**src/rtl/imem_loader.sv**
```systemverilog
// Byte-stream program loader: assembles little-endian words, writes them to
// instruction memory, verifies a trailing XOR checksum and then releases the CPU.
module imem_loader #(
  parameter int          MAX_WORDS = 256,
  parameter logic [31:0] BASE_ADDR = 32'h0000_0000
) (
  input  logic        clk,
  input  logic        rst,
  input  logic        in_valid,
  input  logic [7:0]  in_data,
  output logic        in_ready,
  output logic        imem_we,
  output logic [31:0] imem_addr,
  output logic [31:0] imem_wdata,
  output logic        cpu_start,
  output logic        busy,
  output logic        error,
  output logic [15:0] words_loaded
);

  typedef enum logic [2:0] {LEN0, LEN1, DATA, CSUM, RUN, ERR} state_t;

  state_t      state;
  logic [15:0] len;
  logic [15:0] len_full;
  logic [7:0]  csum;
  logic [1:0]  bidx;
  logic [23:0] asm_p0;
  logic        accept;

  function automatic logic too_big(input logic [15:0] n);
    return 32'(n) > 32'(MAX_WORDS);
  endfunction

  function automatic logic [31:0] word_addr(input logic [15:0] k);
    return BASE_ADDR + {14'd0, k, 2'b00};
  endfunction

  assign in_ready  = (state == LEN0) || (state == LEN1) || (state == DATA) || (state == CSUM);
  assign busy      = in_ready;
  assign cpu_start = (state == RUN);
  assign error     = (state == ERR);
  assign accept    = in_valid && in_ready;
  assign len_full  = {in_data, len[7:0]};

  always_ff @(posedge clk) begin
    if (rst) begin
      state        <= LEN0;
      len          <= 16'd0;
      csum         <= 8'd0;
      bidx         <= 2'd0;
      asm_p0       <= 24'd0;
      imem_we      <= 1'b0;
      imem_addr    <= BASE_ADDR;
      imem_wdata   <= 32'd0;
      words_loaded <= 16'd0;
    end else begin
      imem_we <= 1'b0;
      if (accept) begin
        // The checksum byte itself is compared, never folded into the XOR.
        if (state != CSUM) csum <= csum ^ in_data;
        case (state)
          LEN0: begin
            len[7:0] <= in_data;
            state    <= LEN1;
          end
          LEN1: begin
            len[15:8] <= in_data;
            if (too_big(len_full))       state <= ERR;
            else if (len_full == 16'd0)  state <= CSUM;
            else                         state <= DATA;
          end
          DATA: begin
            bidx <= bidx + 2'd1;
            if (bidx == 2'd3) begin
              imem_we      <= 1'b1;
              imem_addr    <= word_addr(words_loaded);
              imem_wdata   <= {in_data, asm_p0};
              words_loaded <= words_loaded + 16'd1;
              if (words_loaded == len - 16'd1) state <= CSUM;
            end else begin
              asm_p0 <= {in_data, asm_p0[23:8]};
            end
          end
          CSUM: state <= (in_data == csum) ? RUN : ERR;
          default: state <= state;
        endcase
      end
    end
  end

endmodule
```
**config.mk**
```make
export PLATFORM = sky130hd
export DESIGN_NAME = imem_loader
export DESIGN_NICKNAME = d
export VERILOG_FILES = /design/src/rtl/imem_loader.sv
export SDC_FILE = /design/constraint.sdc
export NUM_CORES = 1
export LEC_CHECK = 0
export CORE_AREA = 2 2 132 96
export CTS_CLUSTER_DIAMETER = 30
export DETAILED_ROUTE_END_ITERATION = 10
export DIE_AREA = 0 0 134 98
export PLACE_DENSITY_LB_ADDON = 0.1
export SLEW_MARGIN = 5
export SYNTH_ARGS = -nofsm -noshare
export SYNTH_HDL_FRONTEND = slang
export SYNTH_SLANG_ARGS = --single-unit
export TNS_END_PERCENT = 5
```
**constraint.sdc**
```tcl
create_clock -name clk -period 2.9 [get_ports clk]
set_input_delay 0.29 -clock clk [delete_from_list [all_inputs] [get_ports clk]]
set_output_delay 0.29 -clock clk [all_outputs]
set_load 0.05 [all_outputs]
```
==> impl_metrics.json <==
{
  "status": "completed",
  "maxCapViolCount": 0,
  "grt.total_usage_pct": 20.36,
  "hp-class": "in -> reg",
  "place_ws_ps": 638.6,
  "critPathSlowestCell": "clkdlybuf4s50_1",
  "diodes": 0,
  "tightest_slew_ps": 766.5,
  "antenna_found_initial": 0,
  "syn2layout_area_growth_pct": 26.22,
  "grt_pass1_wl_mm": 21.36,
  "ctsHoldBuffers": 0,
  "max-vdd-ir-drop_uv": 430.4,
  "routed_wl_mm": 13.07,
  "reg2reg_depth": 8,
  "endpoint_kind": "output port",
  "setup_viol": 0,
  "synth.avg_cell_area_um2": 7.774,
  "rrSetupSlack_ps": 690,
  "die_x_um": 134,
  "syn_area_mm2": 0.005216,
  "grt_pass1_vias": 4227,
  "multi_input_area_mm2": 0.002540,
  "path_max_fanout": 10,
  "worst-path-buf-inv": 1,
  "r2r-start": "len[0]",
  "cp_cell_sequence": "nor3b_1 > clkdlybuf4s50_1",
  "synth-seq-area-share_pct": 45.29,
  "path_clk_slew_ps": 50,
  "ant_nets": 0,
  "clockBufferDepth": 2,
  "ys.flop_type": "dfxtp_1",
  "cp.arrival_ps": 1980,
  "root_buffer": "clkbuf_16",
  "grt_max_degree": 75,
  "critPathRequiredTime_ps": 2610,
  "grt_util_met3_pct": 4.673,
  "fp-row-count": 34,
  "io_buffer_count": 79,
  "seqCellArea_mm2": 0.002362,
  "leakagePower_nw": 2.327,
  "post_drt_wl_per_cell_um": 14.54,
  "relSlewSlack_pct": 48.51,
  "grt_setup_unrepaired": "no",
  "clock-sinks": 118,
  "cts-resized-gates": 0,
  "fin_worst_skew_ps": 8.000,
  "grt_overflow": 0,
  "ys_warn_count": 0,
  "crit_path_end": "error",
  "postSynthCellCount": 671,
  "synth_top_area_share_pct": 45.29,
  "finalNetCount": 739,
  "fin_area_mm2": 0.006584,
  "final-hold-violation-count": 0,
  "fmax_mhz": 441.3,
  "cts_htree_levels": 4,
  "cp.depth": 2,
  "r2r-end": "state[0]",
  "place_area_mm2": 0.006026,
  "cts_setup_buffers": 0,
  "finalCriticalPeriod_ps": 2266,
  "met2_usage_pct": 29.98,
  "die_h_um": 98,
  "vias": 4536,
  "coreArea_mm2": 0.01195,
  "holdWs_ps": 330.6,
  "drive_above_1_share_pct": 7.327,
  "dp_hpwl_mm": 8.870,
  "avgViaCountPerCell": 5.046,
  "die-area_mm2": 0.01313,
  "firstDrtPassIters": 5,
  "fin_crit_sh_pct": 78.14,
  "top_usage_layer": "met2",
  "yosysTopAreaCell": "dfxtp_1",
  "powerDensity_mw_per_mm2": 615.3,
  "finalSetupTns_ps": 0,
  "critical-path-top-delay-family": "buffers and inverters",
  "cp-start-kind": "flop",
  "drcViolationCount": 0,
  "setup_ws_ps": 634.0,
  "clk_latency_ps": 400,
  "met1_usage_pct": 29.50,
  "synth-seq-cells": 118,
  "crit_start": "state[0]",
  "async_flop_share_pct": 0,
  "routabilityCongestion": 0.8741,
  "initial_utilization_pct": 43.64,
  "drt_iter0_drc": 287,
  "cts_tree": "done",
  "final_core_util_pct": 55.08,
  "slowest_delay_ps": 830,
  "hold_start": "rst",
  "fillerInstances": 1124,
  "cts_made_buffers": 17,
  "path_class": "reg -> out",
  "pin_count": 96,
  "synth.distinct_cells": 50,
  "maxSlewViolCount": 0,
  "synthTopCellsByArea": "dfxtp_1 45%, nand2_1 14%, a21oi_1 9.3%, xor2_1 5.7%, clkbuf_1 3.4%",
  "synth-edff-count": 0
}
-- worst reg2reg max path, stage by stage (launching register included) --
cell,delay (ps)
dfxtp_1,360
inv_1,80
ha_1,400
inv_1,100
or4_1,530
a21oi_1,170
a311oi_1,70
and4_1,200
o211a_1,200
-- power by group --
part / total (mW) / switching (mW) / internal, mW
clock network: 1.97 / 0.752 / 1.21
registers: 1.69 / 0.0439 / 1.65
logic: 0.390 / 0.244 / 0.146
-- metrics by stage --
stage               instances  power, mW
CTS                       899      4.083
floorplan                 686      2.046
global placement          868      2.113
detailed placement        868      2.116
global route              899      4.193
finish                    899      4.051
-- flip-flops by register name (all words and copies together), names as in the netlist --
| register | cells |
|---|---|
| asm_p0 | 24 |
| imem_wdata | 32 |
| csum | 8 |
| state | 3 |
| bidx | 2 |
| imem_we | 1 |
| imem_addr | 16 |
| words_loaded | 16 |
| len | 16 |
-- worst min path at each step --
stage	to	depth (start not counted)
floorplan	imem_wdata[0]	2
global placement	imem_wdata[27]	2
detailed placement	imem_wdata[18]	2
CTS	words_loaded[13]	2
global route	words_loaded[14]	2
finish	imem_we	2
-- kinds of logic (layout without fill, tap and decap cells) --
logic type / after synthesis / in the layout / share of synthesized area, %
AO/OA/AOI/OAI: 121 / 121 / 12.59
XOR/XNOR: 52 / 52 / 8.731
adder cells (fa/ha/maj): 3 / 3 / 0.7197
buffers and inverters: 78 / 129 / 7.172
flip-flops: 118 / 118 / 45.29
multiplexers: 1 / 1 / 0.1919
other: 1 / 16 / 0.07189
AND/OR/NAND/NOR: 297 / 297 / 25.23
-- placed cells by master, fill, tap and decap left out, drive strengths merged, types with 3 or more instances in the layout --
master and count:
nand2 197, dfxtp 118, a21oi 97, clkdlybuf4s50 78
xor2 34, nor2 34, clkbuf 19, xnor2 18
conb 16, nand3 14, buf 14, nand4 8
nor3 7, o21ai 7, inv 7, nor4 7
clkinvlp 5, or3 5, clkinv 5, and4 4
nor3b 3, nand2b 3, or4 3, ha 3
-- cell usage after synthesis (all sizes together) (2+ instances only) --
cell / number
or4: 3
a21oi: 97
o31ai: 2
or3: 5
nor3: 7
nor3b: 3
nor2: 34
and3: 2
and2: 2
xor2: 34
nor4: 7
nand4: 8
nand2: 197
clkbuf: 47
dfxtp: 118
nor4b: 2
or2: 2
ha: 3
xnor2: 18
inv: 6
nand3: 14
buf: 25
and4: 4
nand2b: 3
o21ai: 7
o211ai: 2
-- layout make-up --
cell class | instances | share of cell area [%]
multi-input combinational | 490 | 38.58
sequential | 118 | 35.88
timing repair buffer | 92 | 13.65
clock buffer | 19 | 6.880
tap | 162 | 3.079
clock inverter | 12 | 1.596
inverter | 6 | 0.3421
-- per-layer routing --
metal,up-vias,part of all wire (%)
met5,-,0
met4,0,0.99
met3,12,5.8
met2,149,41
met1,2082,52
li1,2293,-
No activity file was read; power rests on OpenSTA's default activity.
